<file path="src/rtl/rx_ping_scheduler.sv">
// rx_ping_scheduler
//   Sequences tone pings for the four RX sine generators. A ping is a burst of
//   burst_len samples with the tone enabled, followed by a gap that fills the
//   rest of a period_len-sample period. Phase offsets are staged at any time
//   and copied to the active outputs only while loading the next ping.
//
// Ports
//   clock, reset                  system clock, synchronous active-high reset
//   endata                        one-cycle sample strobe from the RX generators
//   start / stop / abort          begin / graceful stop / immediate stop pulses
//   burst_len, period_len         samples per burst and per full ping period
//   num_pings                     pings per sequence, 0 = unlimited
//   wr_en, wr_addr, wr_data       phase staging write port (addr 0..3 = ch 1..4)
//   enout                         tone enable for all four generators
//   phase1..phase4                active signed phase offsets
//   busy, done, cfg_err           status: not idle / sequence end / start rejected
//   ping_count                    pings completed in the current or last sequence
//
// state | meaning
// IDLE  | no sequence running
// LOAD  | copy staged phases, wait for the first sample of the next ping
// BURST | tone enabled, counting burst samples
// GAP   | tone disabled, counting the rest of the period
module rx_ping_scheduler #(
  parameter int PW = 32
) (
  input  logic          clock,
  input  logic          reset,
  input  logic          endata,
  input  logic          start,
  input  logic          stop,
  input  logic          abort,
  input  logic [15:0]   burst_len,
  input  logic [15:0]   period_len,
  input  logic [15:0]   num_pings,
  input  logic          wr_en,
  input  logic [1:0]    wr_addr,
  input  logic [PW-1:0] wr_data,
  output logic          enout,
  output logic [PW-1:0] phase1,
  output logic [PW-1:0] phase2,
  output logic [PW-1:0] phase3,
  output logic [PW-1:0] phase4,
  output logic          busy,
  output logic          done,
  output logic          cfg_err,
  output logic [15:0]   ping_count
);

  typedef enum logic [1:0] {IDLE, LOAD, BURST, GAP} state_t;

  state_t        state, state_nx;
  logic [PW-1:0] staging [4];
  logic [15:0]   burst_q, period_q, num_q;
  logic [15:0]   cnt, cnt_nx, ping_nx, ping_inc;
  logic          stop_flag, stop_nx, done_nx, cfg_err_nx;
  logic          latch_cfg, copy_phase, cfg_ok;

  assign cfg_ok   = (burst_len != 16'd0) && (period_len > burst_len);
  assign ping_inc = (ping_count == 16'hFFFF) ? ping_count : ping_count + 16'd1;

  assign enout = (state == BURST);
  assign busy  = (state != IDLE);

  always_ff @(posedge clock) begin
    if (reset) state <= IDLE;
    else       state <= state_nx;
  end

  always_comb begin
    state_nx   = state;
    cnt_nx     = cnt;
    ping_nx    = ping_count;
    stop_nx    = stop_flag;
    done_nx    = 1'b0;
    cfg_err_nx = 1'b0;
    latch_cfg  = 1'b0;
    copy_phase = 1'b0;
    if (abort) begin
      state_nx = IDLE;
      stop_nx  = 1'b0;
    end else begin
      // a stop seen while busy is remembered until the period ends
      if (state != IDLE && stop) stop_nx = 1'b1;
      case (state)
        IDLE: begin
          // start together with stop is treated as a cancelled request
          if (start && !stop) begin
            if (cfg_ok) begin
              state_nx  = LOAD;
              ping_nx   = 16'd0;
              cnt_nx    = 16'd0;
              latch_cfg = 1'b1;
            end else begin
              cfg_err_nx = 1'b1;
            end
          end
        end
        LOAD: begin
          copy_phase = 1'b1;
          cnt_nx     = 16'd0;
          if (endata) state_nx = BURST;
        end
        BURST: begin
          if (endata) begin
            cnt_nx = cnt + 16'd1;
            if (cnt == burst_q - 16'd1) state_nx = GAP;
          end
        end
        GAP: begin
          if (endata) begin
            cnt_nx = cnt + 16'd1;
            if (cnt == period_q - 16'd1) begin
              ping_nx = ping_inc;
              if (stop_nx || (num_q != 16'd0 && ping_inc == num_q)) begin
                state_nx = IDLE;
                done_nx  = 1'b1;
                stop_nx  = 1'b0;
              end else begin
                state_nx = LOAD;
              end
            end
          end
        end
        default: state_nx = IDLE;
      endcase
    end
  end

  always_ff @(posedge clock) begin
    if (reset) begin
      cnt        <= '0;
      ping_count <= '0;
      stop_flag  <= 1'b0;
      done       <= 1'b0;
      cfg_err    <= 1'b0;
      burst_q    <= '0;
      period_q   <= '0;
      num_q      <= '0;
      phase1     <= '0;
      phase2     <= '0;
      phase3     <= '0;
      phase4     <= '0;
      for (int i = 0; i < 4; i++) staging[i] <= '0;
    end else begin
      cnt        <= cnt_nx;
      ping_count <= ping_nx;
      stop_flag  <= stop_nx;
      done       <= done_nx;
      cfg_err    <= cfg_err_nx;
      if (latch_cfg) begin
        burst_q  <= burst_len;
        period_q <= period_len;
        num_q    <= num_pings;
      end
      if (copy_phase) begin
        phase1 <= staging[0];
        phase2 <= staging[1];
        phase3 <= staging[2];
        phase4 <= staging[3];
      end
      if (wr_en) staging[wr_addr] <= wr_data;
    end
  end

endmodule

</file>
<file path="config.mk">
export PLATFORM = sky130hd
export DESIGN_NAME = rx_ping_scheduler
export DESIGN_NICKNAME = d
export VERILOG_FILES = /design/src/rtl/rx_ping_scheduler.sv
export SDC_FILE = /design/constraint.sdc
export NUM_CORES = 1
export LEC_CHECK = 0
export BUFFER_PORTS_ARGS = -buffer_cell sky130_fd_sc_hd__buf_4
export CORE_UTILIZATION = 40
export DETAILED_ROUTE_END_ITERATION = 12
export PLACE_DENSITY = 0.66
export SYNTH_ARGS = -nofsm -noshare
export SYNTH_HDL_FRONTEND = slang
export SYNTH_SLANG_ARGS = --single-unit
</file>
<file path="constraint.sdc">
create_clock -name clock -period 4.1 [get_ports clock]
set_clock_uncertainty 0.1 [all_clocks]
set_input_delay 0.615 -clock clock [delete_from_list [all_inputs] [get_ports clock]]
set_output_delay 0.615 -clock clock [all_outputs]
set_load 0.005 [all_outputs]
</file>
Word level (Yosys, flattened, before mapping)
Memory sizes are Yosys's and may differ from the RTL's. A register that Yosys moved wholly into a read port is not among the register bits.
Index checks and enable logic that the tools add are counted.
- add/sub/neg operators: 4
- order comparisons: 1
- eq/ne operators: 15
- multiplexer cells: 39
- bitwise operators: 6
- reductions and logical operators: 19
- operators with widths (operator ; count):
    two-way mux 16 bit ; 6
    equality test 16 bit ; 3
    case mux 16 bit (3 select lines) ; 1
    adder 16 x 1 -> 16 bit (second input constant) ; 2
    two-way mux 32 bit ; 1
    case mux 16 bit (2 select lines) ; 1
    nonzero test 16 bit ; 2
    OR reduction 32 bit ; 1
    subtractor 16 x 1 -> 16 bit (second input constant) ; 2
    two-way mux 1 bit ; 21
    equality test 16 bit (second input constant) ; 1
    > comparator 16 bit ; 1
    two-way mux 2 bit ; 8
    != test 2 bit (second input constant) ; 6
    case mux 2 bit (4 select lines) ; 1
    AND reduction 7 bit ; 1
    inverter 1 bit ; 6
    AND reduction 6 bit ; 1
    OR reduction 5 bit ; 1
    equality test 2 bit (second input constant) ; 2
    logical AND 1 bit ; 4
    != test 2 x 1 -> 1 bit (second input constant) ; 2
    AND reduction 4 bit ; 1
    nonzero test 2 bit ; 2
    other kinds (6) ; 7
- flip-flop bits (word level): 85
- memory bits (writable): 128
- input port bits: 89
- output and inout port bits: 148
- word-level logic and storage cells: 94
- memories kept: 1
- memory list (name ; depth ; bits a word ; read ports ; clocked after Yosys merged registers in ; write ports ; RTL line ; RTL):
    staging ; 4 ; 32 ; 4 ; 4 ; 4 ; 53 ; logic [PW-1:0] staging [4];

Logic depth before layout (Yosys ltp)
- depth in word-level cells: 9
- depth in mapped cells: 13
- gate-level depth less buffers: 10

Worst setup path after synthesis
Ideal clock, no wire load.
- path kind: in2reg
- from: input burst_len[9]
- to: register cnt[3]
- setup time: 70 ps
- data arrival time: 3029 ps
- required time: 3930 ps
- setup slack: 901 ps
- cell stages on the path: 12
- path buffers: 2
- cell sequence: inv_1 -> ha_1 -> a21o_1 -> a21o_1 -> a21oi_1 -> o22ai_1 -> o31ai_1 -> a21o_1 -> buf_2 -> clkbuf_1 -> o21ai_0 -> a21oi_1
- cells in the longest elaborated chain, start to end: 4
- elaborated cells on any way between the ends: 5
- those cells by class: 1 x order compare; 1 x eq/ne; 3 x reduce/logical
- ends and longest elaborated chain (what ; RTL line ; RTL):
    start, declared ; 33 ; input logic [15:0] burst_len,
    > comparator 16 bit / nonzero test 16 bit (equally long branches) ; 59 ; assign cfg_ok = (burst_len != 16'd0) && (period_len > burst_len);
    logical AND 1 bit (*) ; 59 ;
    != test 2 bit (no source line) (*) ; -- ;
    AND reduction 4 bit (no source line) (*) ; -- ;
    end signal, assigned ; 146 ; cnt <= cnt_nx;
    end, declared ; 55 ; logic [15:0] cnt, cnt_nx, ping_nx, ping_inc;
Every way passes the cells marked *; elsewhere a longest branch is shown, timed or not.
A chain may end at the register's enable or synchronous reset.

Worst setup path after layout
- from: register ping_count[0]
- to: register state[0]
- cells in the longest elaborated chain, start to end: 9
- elaborated cells on any way between the ends: 10
- those cells by class: 1 x add/sub; 2 x eq/ne; 5 x mux; 2 x reduce/logical
- ends and longest elaborated chain (what ; RTL line ; RTL):
    start, declared ; 47 ; output logic [15:0] ping_count
    start signal, assigned ; 147 ; ping_count <= ping_nx;
    adder 16 x 1 -> 16 bit / equality test 16 bit (equally long branches) ; 60 ; assign ping_inc = (ping_count == 16'hFFFF) ? ping_count : ping_count + 16'd1;
    two-way mux 16 bit (*) ; 60 ;
    equality test 16 bit (*) ; 115 ; if (stop_nx || (num_q != 16'd0 && ping_inc == num_q)) begin
    logical AND 1 bit (*) ; 115 ;
    logical OR 1 bit (*) ; 115 ;
    two-way mux 1 bit (*) ; 115 ;
    two-way mux 2 bit (*) ; 113 ; if (cnt == period_q - 16'd1) begin
    two-way mux 2 bit (*) ; 111 ; if (endata) begin
    case mux 2 bit (4 select lines) (*) ; 85 ; case (state)
    end signal, assigned ; 67 ; else state <= state_nx;
    end, declared ; 52 ; state_t state, state_nx;
Every way passes the cells marked *; elsewhere a longest branch is shown, timed or not. The select of a mux whose other input is x is not followed.

==> run metrics <==
Mapped Cells 1,682; vias post-DR approximately 13,000; final setup fails 0; # rows 71; stages on the worst setup path 10; status completed; Commonest cells post-synth nand2_1, a21oi_1, dfxtp_1, and2_1, edfxtp_1; placed insts 2,335; global-route wire length before repair 70.4 mm; Die W between 150 and 200 um; Crit. End Element flop; Pwr Density 396 mW/mm^2; Clock transition at path regs 0.06 ns; CTS tree built; dominant cell type by area after synthesis dfxtp_1; final core occ 49.4%; area share of the leading cell type in the synthesized netlist between 20% and 30%; core area 0.0377 mm^2; Seq/Total Area, Yosys a little over half; clk root buf clkbuf_16; Area growth syn-to-layout 21.8%; top-count cell post-synth nand2_1; Slew HR between 20% and 30%; Mapped Area 0.0153 mm^2; Post-synth EDFFs 128; antenna violations before repair 0; CTS sink count about 340; WL/cell 18.9 um; sequential share of power 50.2%; Initial DRC Count ~860; Final Cycle Share 91.7%; Mapped Nets 1,795; share of cells above drive strength 1 18.2%; worst path cell trace ha_1 -> nand4_1 -> nor4_1 -> buf_4 -> nor3_1 -> a221o_1 -> nor4_1 -> a31oi_1 -> nor4b_1 -> nor3b_1; max-cap violations 0; ANT cells 0; ys async rst share 0%; largest net degree at the start of global routing 129; Hold Vio Cnt, Final 0; ys flop type dfxtp_1; Synth area leaders dfxtp_1, edfxtp_1, nand2_1; post-synth cell types 71; Hold-fix buffers, CTS 0; layout net count just under 2,000; CTS Buf Count 37; crit-path most repeated cell nor4_1; Least-Margin Pin Slew approximately 1.1 ns; fin crit period approximately 3.8 ns; crit start category flop; CP max FO 12; Worst VDD drop about 0.36 mV; dpl hpwl 30.6 mm; Clock Tree Buf Depth 3; average size of a mapped cell 9.09 um^2; Leakage 0.00699 uW; htree depth 2; die footprint 0.0390 mm^2; via/cell ratio 5.36; CP top delay family simple AND/OR/NAND/NOR gates; r2r worst-path depth 10; drt drc 0; Final GP Congestion 0.897; Bufs and invs on worst path 1; Ports 237; fin cells 2,402; Congestion Overflow GR 0; fmax 266 MHz; Setup CP Type flop to flop; Skew-Pair Late Insertion Delay 0.55 ns; synth warn 0; Arr. time, crit path 4.08 ns; Clock Power Share roughly 43%; Min-Delay Path Depth 3; switching power 1750 uW; Synth Register Bits 341; Die Ht between 150 and 200 um; post-CTS resize count 0; post-CTS setup buffer count 0; Initial Util about two fifths; gr usage total 23.1%; Crit path required time between 4 and 5 ns; Combinational Power Share 6.8%; Worst Hold Margin approximately 0.22 ns; drt first pass iters 5; Detailed Route WL 45.3 mm; Sw Share 23.7%; setup TNS 0 ns; CP max stage delay 0.58 ns; cell-internal power 5630 uW; Port Buffers 236; worst min-delay path class primary input to flop; final count of pins violating max slew 0; RSZ-0062 raised after global routing false; slowest stage cell, crit path nor4_1; antenna viol nets, final 0; number of global-route vias before repair 12,522
==> worst reg2reg max path: stages (launching register included) <==
cell,delay [ns]
dfxtp_1,0.53
ha_1,0.44
nand4_1,0.29
nor4_1,0.58
buf_4,0.26
nor3_1,0.06
a221o_1,0.29
nor4_1,0.54
a31oi_1,0.18
nor4b_1,0.28
nor3b_1,0.08
==> routing by layer <==
metal  up-vias  GRT usage, %  share of wire (%)
met1      6185          30.7                 45
li1       6216             -                  -
met3        68          6.13                7.9
met2       406          36.5                 45
met5         -             0                  0
met4         0          7.06                2.3
==> power by group through the flow <==
stage / sequential [uW] / clock (uW) / combinational [uW]
6_report: 3700 / 3170 / 505
2_1_floorplan: 3750 / 0 / 291
4_1_cts: 3700 / 3260 / 509
3_3_place_gp: 3770 / 0 / 498
3_5_place_dp: 3780 / 0 / 506
5_1_grt: 3710 / 3370 / 558
==> layout by cell type (no fill, tap or decap), drive strengths merged, types with 4 or more instances in the layout <==
master / n
a211oi: 13
a21boi: 4
a21o: 10
a21oi: 220
a31oi: 20
and2: 129
and3: 8
and4: 9
buf: 265
clkbuf: 52
clkinv: 12
dfxtp: 213
edfxtp: 128
ha: 24
inv: 40
nand2: 389
nand2b: 7
nand3: 24
nand4: 28
nor2: 27
nor2b: 12
nor3: 27
nor3b: 9
nor4: 31
o21a: 4
o21ai: 33
o22ai: 6
o31ai: 15
o41ai: 4
or2: 4
or3: 6
or4: 18
xnor2: 28
xor2: 23
==> logic make-up after synthesis <==
family	share of synthesized area (%)
muxes	0.205
and+or+nand+nor	23.8
AOI/OAI and AO/OA	13.8
DFF	53.0
adders and majority gates	1.96
buffers and inverters	4.31
xor gates and xnor gates	2.92
==> registers in the layout, indices dropped and copies added (netlist names) <==
register,flops
cnt,16
phase2,32
stop_flag,1
phase4,32
num_q,16
staging,128
phase1,32
phase3,32
period_q,16
done,1
state,2
ping_count,16
cfg_err,1
burst_q,16
==> metrics by stage <==
| stage | total power (uW) | area (um^2) | setup WS (ns) |
|---|---|---|---|
| final | 7380 | 18600 | 0.341 |
| after CTS | 7480 | 18600 | 0.382 |
| after global placement | 4270 | 17500 | 0.600 |
| after global routing | 7650 | 18600 | 0.0515 |
| after detailed placement | 4280 | 17500 | 0.396 |
| after floorplan | 4040 | 15300 | 0.901 |
==> final timing paths <==
| kind | to | start | slack, ns |
|---|---|---|---|
| setup / recovery | state[0] | ping_count[0] | 0.34 |
| hold / removal | num_q[2] | num_pings[2] | 0.22 |
| setup reg to reg | state[0] | ping_count[0] | 0.34 |
| hold reg to reg | phase3[11] | phase3[11] | 0.35 |
==> layout make-up <==
class / instances / area [um^2]
Clock buffer: 52 / 1030
Clock inverter: 15 / 105
Fill cell: 3598 / 19000
Inverter: 39 / 146
Multi-Input combinational cell: 1179 / 6580
Sequential cell: 341 / 8110
Tap cell: 511 / 639
Timing Repair Buffer: 265 / 2020
No activity file was read; power rests on OpenSTA's default activity.
